==> config.mk <==
export PLATFORM = sky130hd
export DESIGN_NAME = wave_capture
export DESIGN_NICKNAME = d
export VERILOG_FILES = /design/src/rtl/wave_capture.sv
export SDC_FILE = /design/constraint.sdc
export NUM_CORES = 1
export LEC_CHECK = 0
export ABC_CLOCK_PERIOD_IN_PS = 2100
export CORE_MARGIN = 10
export CORE_UTILIZATION = 45
export CTS_CLUSTER_DIAMETER = 40
export DETAILED_ROUTE_END_ITERATION = 12
export PLACE_DENSITY = 0.79
export SLEW_MARGIN = 0
export SYNTH_ARGS = -nofsm -noshare
export SYNTH_HDL_FRONTEND = slang
export SYNTH_SLANG_ARGS = --single-unit
==> constraint.sdc <==
create_clock -name clk -period 2.1 [get_ports clk]
set_input_delay 0.315 -clock clk [delete_from_list [all_inputs] [get_ports clk]]
set_output_delay 0.315 -clock clk [all_outputs]
set_load 0.05 [all_outputs]
==> src/rtl/wave_capture.sv <==
`default_nettype none
// ============================================================================
//  Module   : wave_capture
//  Purpose  : Writer side of the double-buffered waveform sample RAM. Arms on
//             a positive-going zero crossing, captures 2^NUM_SAMPLES_LOG2
//             display-scaled samples into the half not being read, then flips
//             read_index once the display reports idle.
//  Revision : 1.0 - initial release
// ============================================================================
module wave_capture #(
   parameter int SAMPLE_WIDTH     = 16,
   parameter int NUM_SAMPLES_LOG2 = 8
) (
   input  logic                          clk,
   input  logic                          reset_n,
   input  logic                          new_sample_ready,
   input  logic signed [SAMPLE_WIDTH-1:0] new_sample_in,
   input  logic                          wave_display_idle,
   output logic [NUM_SAMPLES_LOG2:0]     write_address,
   output logic [7:0]                    write_sample,
   output logic                          write_enable,
   output logic                          read_index
);

   localparam int MSB = SAMPLE_WIDTH - 1;

   typedef enum logic [1:0] {
      S_ARMED  = 2'd0,
      S_ACTIVE = 2'd1,
      S_WAIT   = 2'd2
   } state_t;

   state_t                      state;
   logic [NUM_SAMPLES_LOG2-1:0] offset;
   logic                        prev_negative;

   // Top 8 bits of the sample with the sign flipped gives offset-binary
   // data centred on 8'h80 for a zero-valued input.
   logic [7:0] scaled_sample;
   assign scaled_sample = {~new_sample_in[MSB], new_sample_in[MSB-1:MSB-7]};

   logic sample_negative;
   assign sample_negative = new_sample_in[MSB];

   // Bits below the top byte never reach the display.
   generate
      if (SAMPLE_WIDTH > 8) begin : g_unused_low
         logic unused_low_bits;
         assign unused_low_bits = ^new_sample_in[SAMPLE_WIDTH-9:0];
      end
   endgenerate

   // Capture sequencer: trigger detection, write generation and buffer flip.
   always_ff @(posedge clk or negedge reset_n) begin
      if (!reset_n) begin
         state         <= S_ARMED;
         offset        <= '0;
         prev_negative <= 1'b0;
         read_index    <= 1'b0;
         write_enable  <= 1'b0;
         write_address <= '0;
         write_sample  <= '0;
      end else begin
         write_enable <= 1'b0;

         // The sign history is tracked in every state so a crossing that
         // straddles the WAIT->ARMED flip is still recognised.
         if (new_sample_ready)
            prev_negative <= sample_negative;

         case (state)
            S_ARMED: begin
               if (new_sample_ready && prev_negative && !sample_negative) begin
                  write_enable  <= 1'b1;
                  write_address <= {~read_index, {NUM_SAMPLES_LOG2{1'b0}}};
                  write_sample  <= scaled_sample;
                  offset        <= NUM_SAMPLES_LOG2'(1);
                  state         <= S_ACTIVE;
               end
            end

            S_ACTIVE: begin
               if (new_sample_ready) begin
                  write_enable  <= 1'b1;
                  write_address <= {~read_index, offset};
                  write_sample  <= scaled_sample;
                  if (offset == {NUM_SAMPLES_LOG2{1'b1}}) begin
                     offset <= '0;
                     state  <= S_WAIT;
                  end else begin
                     offset <= offset + NUM_SAMPLES_LOG2'(1);
                  end
               end
            end

            S_WAIT: begin
               if (wave_display_idle) begin
                  read_index <= ~read_index;
                  state      <= S_ARMED;
               end
            end

            default: begin
               state <= S_ARMED;
            end
         endcase
      end
   end

endmodule
`default_nettype wire
=== Word-level counts from Yosys, hierarchy flattened ===
Cells that the tools add are included.

* Register bits after elaboration: 30
* Input port bits: 20
* Word-level logic and storage cells: 43

* Add/subtract/negate cells: 1
* Eq/ne operators: 7
* Muxes and demuxes: 18
* Bitwise operators: 2
* Reduce and logical (&&, ||, !) cells: 8

{| class="wikitable"
|+ Operator list
! kind !! number
|-
| 2-to-1 mux 8 bit || 5
|-
| case mux 8 bit (2 select lines) || 2
|-
| 2-to-1 mux 9 bit || 2
|-
| case mux 9 bit (2 select lines) || 1
|-
| adder 8 x 1 -> 8 bit, second input constant || 1
|-
| equality test 8 bit, second input constant || 1
|-
| 2-to-1 mux 2 bit || 4
|-
| inequality test 2 bit, second input constant || 4
|-
| case mux 2 bit (3 select lines) || 1
|-
| AND reduction 4 bit || 1
|-
| AND reduction 3 bit || 1
|-
| equality test 2 x 1 -> 1 bit, second input constant || 1
|-
| equality test 2 bit, second input constant || 1
|-
| logical AND 1 bit || 2
|-
| logical NOT 2 bit || 1
|-
| 2-to-1 mux 1 bit || 2
|-
| inverter 1 bit || 2
|-
| case mux 1 bit (2 select lines) || 1
|-
| AND reduction 2 bit || 1
|-
| nonzero test 2 bit || 1
|-
| logical NOT 1 bit || 1
|}

=== Longest topological paths before layout ===
* Word-level depth: 4
* Gate-level depth with buffers: 6

=== Worst setup path after synthesis ===
OpenSTA, ideal clock, no wires.

* Kind: register to register
* From: register offset[0]
* To: register offset[6]
* Data arrival time: 1302 ps
* Slack: 662 ps
* Cell stages (with the launch flop): 6
* Buffers on the path: 0
* Cell sequence: dfrtp_1 ha_1 nand2_1 or4_1 xor2_1 nor2_1

* Cells in the longest elaborated chain, start to end: 4

{| class="wikitable"
|+ RTL lines
! what !! line !! source
|-
| start: declaration || 34 || <nowiki>logic [NUM_SAMPLES_LOG2-1:0] offset;</nowiki>
|-
| start signal: assignment || 91 || <nowiki>offset <= offset + NUM_SAMPLES_LOG2'(1);</nowiki>
|-
| adder 8 x 1 -> 8 bit / equality test 8 bit (equally long branches) || 91, 87 ||
|-
| 2-to-1 mux 8 bit * || 87 || <nowiki>if (offset == {NUM_SAMPLES_LOG2{1'b1}}) begin</nowiki>
|-
| 2-to-1 mux 8 bit * || 83 || <nowiki>if (new_sample_ready) begin</nowiki>
|-
| case mux 8 bit (2 select lines) * || 71 || <nowiki>case (state)</nowiki>
|}

Every way passes the cells marked *; elsewhere a longest branch is shown, timed or not. The select of a mux whose other input is x is not followed.
A chain may end at the register's enable or synchronous reset.

=== Final worst setup path ===
* From: register read_index
* To: output port read_index

{| class="wikitable"
|+ RTL lines
! what !! line !! source
|-
| start: declaration || 22 || <nowiki>output logic read_index</nowiki>
|-
| start signal: assignment || 98 || <nowiki>read_index <= ~read_index;</nowiki>
|}

No word-level cell between the ends.

==> out/metrics.yaml <==
finish:
  instances_no_fill: 205
  antennaDiodeCount: 0
  syn_to_final_growth_pct: 32.7
  final_nets: 194
  drive_gt1_share_pct: 9.77
  nFillCells: 224
  final_area_um2: 1700
global_route:
  grt_pass1_wl_um: 4780
  grt_max_degree: 31
  overflow: 0
  grt_antenna_before_repair: 0
  grt_pass1_vias: 1074
  grt_use_total_pct: 11.2
power:
  powerDensity_nw_per_um2: 1140
  p_total_w: 0.00194
  p_leak_nw: 0.779
  ir_drop_mv: 0.800
drt:
  drt_iter0_drc: 48
  via_per_inst: 5.09
  drc: 0
  wl_per_cell_um: 13.7
  vias: 1044
  final_antenna_net_count: 0
  wirelength_um: 2800
  drt_pre_antenna_iters: 4
worst_setup_path:
  crit_family: "buffers and inverters"
  slowest_stage: "clkdlybuf4s50_1"
  cp-start-kind: "flip-flop"
  cp.depth: 1
  cp.required_ns: 1.78
  crit_type: "flip-flop to primary output"
  crit_buf_inv: 1
  worstPathCellList: "clkdlybuf4s50_1"
  worstPathMaxFanout: 3
  end_kind: "primary output"
  r2r_slack_ns: 0.54
  critical_path.max_stage_delay_ns: 0.82
  worst-r2r-cell-count: 5
  crit_arrival_ns: 1.53
die:
  num_rows: 19
  die_w_um: 73.4
  coreArea_um2: 2730
  dieArea_um2: 5390
  die_h_um: 73.4
  num_io_pins: 39
  initial_core_util_pct: 47.0
yosys:
  ys_seq_area_share_pct: 58.5
  syn_nets: 156
  yosysUniqueCellTypes: 29
  synth-seq-cells: 30
  ys.flop_type: "dfrtp_1"
  synth_commonest_cells: "nand2_1 (42), dfrtp_1 (30), o21ai_0 (17), inv_1 (5)"
  synth_edf_count: 0
  synth_area_leader_cell: "dfrtp_1"
  yosysTopAreaCellShare_pct: 58.5
  yosys-top-cells-area: "dfrtp_1 (58%), nand2_1 (12%), o21ai_0 (6.6%)"
  synth_area_per_cell_um2: 9.51
  synth.most_common_cell: "nand2_1"
  async_flop_share_pct: 100
  ys_warn_count: 0
  syn_inst: 135
  syn_area_um2: 1280
timing:
  worst_slack_ns: 0.259
  rsz0062_at_grt: "no"
  setup_viol: 0
  worst_slew_pin_slew_ns: 0.513
  relSlewSlack_pct: 65.7
  finalHoldViolations: 0
  finalCriticalPeriod_ns: 1.84
  finClkSkew_ns: 0.00409
  slew_viol_final: 0
  max_freq_ghz: 0.543
  setup_tns_ns: 0
  finalCritPeriodShare_pct: 87.7
run:
  cap_violations: 0
worst_hold_path:
  hold_path_class: "input pin to async pin"
clocking:
  post_cts_buffers: 0
  insertion_delay_ns: 0.33
  cts_resized: 0
  cts_tree: "done"
  cts_sinks: 30
  clock-root-buffer: "clkbuf_4"
  htreeDepth: 2
  clk_pin_slew_worst_paths_ns: 0.09
  numCtsBuffers: 5
  cts_hold_buf: 0
  cts_buffer_depth: 2
placed_design:
  placed_area_um2: 1640
  io_buffer_count: 30
  dp.cells: 197
  gp_congestion: 0.814
  preCtsSetupSlack_ns: 0.173
  dp_hpwl_um: 2130
status:
  status: "finished clean"
[flip-flops by register name, summed over array words and instances, names as in the netlist]
name / flops
offset: 8
prev_negative: 1
read_index: 1
state: 2
write_address: 9
write_enable: 1
write_sample: 8
[logic make-up (layout without fill, tap and decap cells)]
family          Yosys count  count (layout)  share of synthesized area [%]
simple gates             65              65                           24.0
flops                    30              30                           58.5
compound gates           25              25                           10.6
buf+inv                  10              49                           3.02
xor+xnor                  3               3                           2.05
fa+ha+maj                 1               1                          0.975
mux                       1               1                          0.877
[where the power goes]
group	switching [W]	internal [W]	total, W
logic	0.000514	0.000262	0.000776
registers	0.000104	0.000707	0.000811
clock network	0.000193	0.000162	0.000355
total	0.000811	0.00113	0.00194
[final cells by class]
cell class                      instances  area, µm²  share of cell area [%]
Clock inverter                          1       5.00                   0.294
Tap cell                               31       38.8                    2.28
Timing Repair Buffer                   35        338                    19.8
Inverter                                6       22.5                    1.32
Clock buffer                            7       55.1                    3.23
Sequential cell                        30        751                    44.1
Multi-Input combinational cell         95        494                    29.0
[cell usage in the layout, fill, tap and decap left out, drive strengths merged]
cell type       n
xnor2           1
nand2          42
nand4           1
nand2b          2
or2             1
clkdlybuf4s50  30
nor4            2
o32ai           1
a21o            2
buf             5
o21ai          17
or4             1
nand3b          2
a21oi           3
clkinv          1
nor3            2
clkbuf          7
nand3           4
xor2            2
mux2            1
o22ai           1
nor2            4
ha              1
or3             3
a31oi           1
inv             6
and3b           1
dfrtp          30
[worst paths after layout]
kind | from | end
max in group asynchronous | reset_n | offset[2]$_DFFE_PN0P_
worst max-delay path | read_index$_DFFE_PN0P_ | read_index
min in group clk | write_sample[6]$_DFFE_PN0P_ | write_sample[6]$_DFFE_PN0P_
worst min register to register | write_sample[6]$_DFFE_PN0P_ | write_sample[6]$_DFFE_PN0P_
worst min-delay path | reset_n | write_address[3]$_DFFE_PN0P_
worst max register to register | offset[0]$_DFFE_PN0P_ | offset[6]$_DFFE_PN0P_
[per-stage QoR]
step	utilization [%]	hold slack (ns)
floorplan	-	0.0194
CTS	62.3	0.360
global route	62.3	0.389
finish	62.3	0.359
detailed placement	60.1	0.461
global placement	60.1	0.459
[routing by layer]
metal | GRT usage (%) | wire length, µm | share of wire [%] | vias to the layer above
met5 | 0 | 0 | 0 | -
met4 | 4.76 | 41 | 1.5 | 0
met3 | 4.71 | 148 | 5.3 | 5
met2 | 18.1 | 1380 | 49 | 17
met1 | 12.5 | 1230 | 44 | 497
li1 | - | - | - | 525
(Power assumes the default switching activity.)
==> RTL change: new RTL, config.mk and constraints unchanged <==
Encoding of `state_t`: now one-hot (3 bits for 3 states).
--- a/src/rtl/wave_capture.sv
+++ b/src/rtl/wave_capture.sv
@@ -24,10 +24,10 @@
 
    localparam int MSB = SAMPLE_WIDTH - 1;
 
-   typedef enum logic [1:0] {
-      S_ARMED  = 2'd0,
-      S_ACTIVE = 2'd1,
-      S_WAIT   = 2'd2
+   typedef enum logic [2:0] {
+      S_ARMED  = 3'b001,
+      S_ACTIVE = 3'b010,
+      S_WAIT   = 3'b100
    } state_t;
 
    state_t                      state;
Behaviour: same outputs for any inputs over 10 cycles, from zero or initial values and one cycle with reset_n low; not proved beyond that.
==> RTL change against the unedited design <==
- register-to-register slack lost 290 ps
- area after synthesis grew 4.8%
- final cell count shrank 7.8%
- sequential cell count grew 1
- routed wire length grew 10%
- total power shrank 0.69%
- design area grew 5.2%
- worst setup slack lost 54 ps
- synthesized cell count shrank 15%
- critical endpoint unchanged
- highest routed layer unchanged
==> RTL change: results (changes against the unedited design) <==
Status - complete, no violations
Final nets - 179 (-7.7%)
Post-Syn Nets - 136 (-13%)
Slew @ Worst Pin - 518 ps (+4.80 ps)
Ys async rst share - 1.00 (unchanged)
Combinational share of power - 0.383 (-0.017)
Xor and xnor area share after synthesis - 0.0326 (+0.0121)
Clock net power - 350 uW (-1%)
Top post-synthesis cells by area - dfrtp_1 56%, mux2_2 6.7%, a22o_1 3.9%
Fillers - 245 (+9.4%)
VDD IR-drop max - 0.000544 V (-32%)
Synth cell types - 31 (+6.9%)
Sequential area share after synthesis - 0.578 (-0.00712)
Compound-Gate Fraction of Synth Area - 0.136 (+0.0296)
R2R depth - 4 (-1)
1st-iter DRT viols - 106 (+120%)
Adder-Cell Fraction of Synth Area - 0.00930 (-0.000444)
Hold slack - 366 ps (+6.46 ps)
Vias - 1045 (+0.096%)
Proportion of synthesized area in mux cells - 0.0670 (+0.0582)
Critical Path AT - 1580 ps (+50 ps)
WL final - 3090 um (+10%)
Fin Clk Skew - 16.4 ps (+12.3 ps)
First-pass GRT wire length - 5200 um (+8.7%)
Switch Pwr - 768 uW (-5.3%)
Share of layout cells above drive strength 1 - 0.177 (+0.0795)
GRT Overall Usage - 0.122 (+0.0100)
R2r startpoint - state[0]
Pwr per Cell Area - 1080 nW/um^2 (-5.6%)
Largest net degree at the start of global routing - 32 (+3.2%)
Share of Yosys cell area claimed by the top area cell type - 0.558 (-0.0267)
Vias in the first global route - 1089 (+1.4%)
R2r setup slk - 250 ps (-290 ps)
Reg2Reg Capture Point - write_sample[3]
Post-DP HPWL - 2270 um (+6.7%)
P_leak - 0.784 nW (+0.63%)
==> RTL change: cell types whose count changed in the layout (fill, tap and decap cells not counted), moves of 4 or more <==
cell     change
a22o_1       +6
inv_1        -4
nand2_1     -29
nor2_1       +4
o21ai_0     -11
mux2_2       +7
buf_4        +4
==> RTL change: final cells by class <==
cell class              count  area (sq um)  share of cell area
clock buffers               6          51.3              0.0286
flip-flops and latches     31           777               0.433
inverters                   1          3.75             0.00209
repair buffers             39           368               0.205
clock inverters             1          5.00             0.00279
multi-input cells          80           549               0.306
well taps                  31          38.8              0.0216
==> RTL change: per-stage QoR <==
stage	setup WS, ps	std cells	instance area, sq um
2_1_floorplan	510	115	1350
3_3_place_gp	66.1	182	1740
3_5_place_dp	67.2	182	1740
4_1_cts	188	189	1790
5_1_grt	144	189	1790
6_report	205	189	1790
==> RTL change: routing by layer <==
layer	up-vias	part of all wire	global-route usage
met5	-	0	0
met4	0	0.015	0.0504
met3	4	0.090	0.0578
met2	36	0.46	0.197
met1	501	0.43	0.135
li1	504	-	-
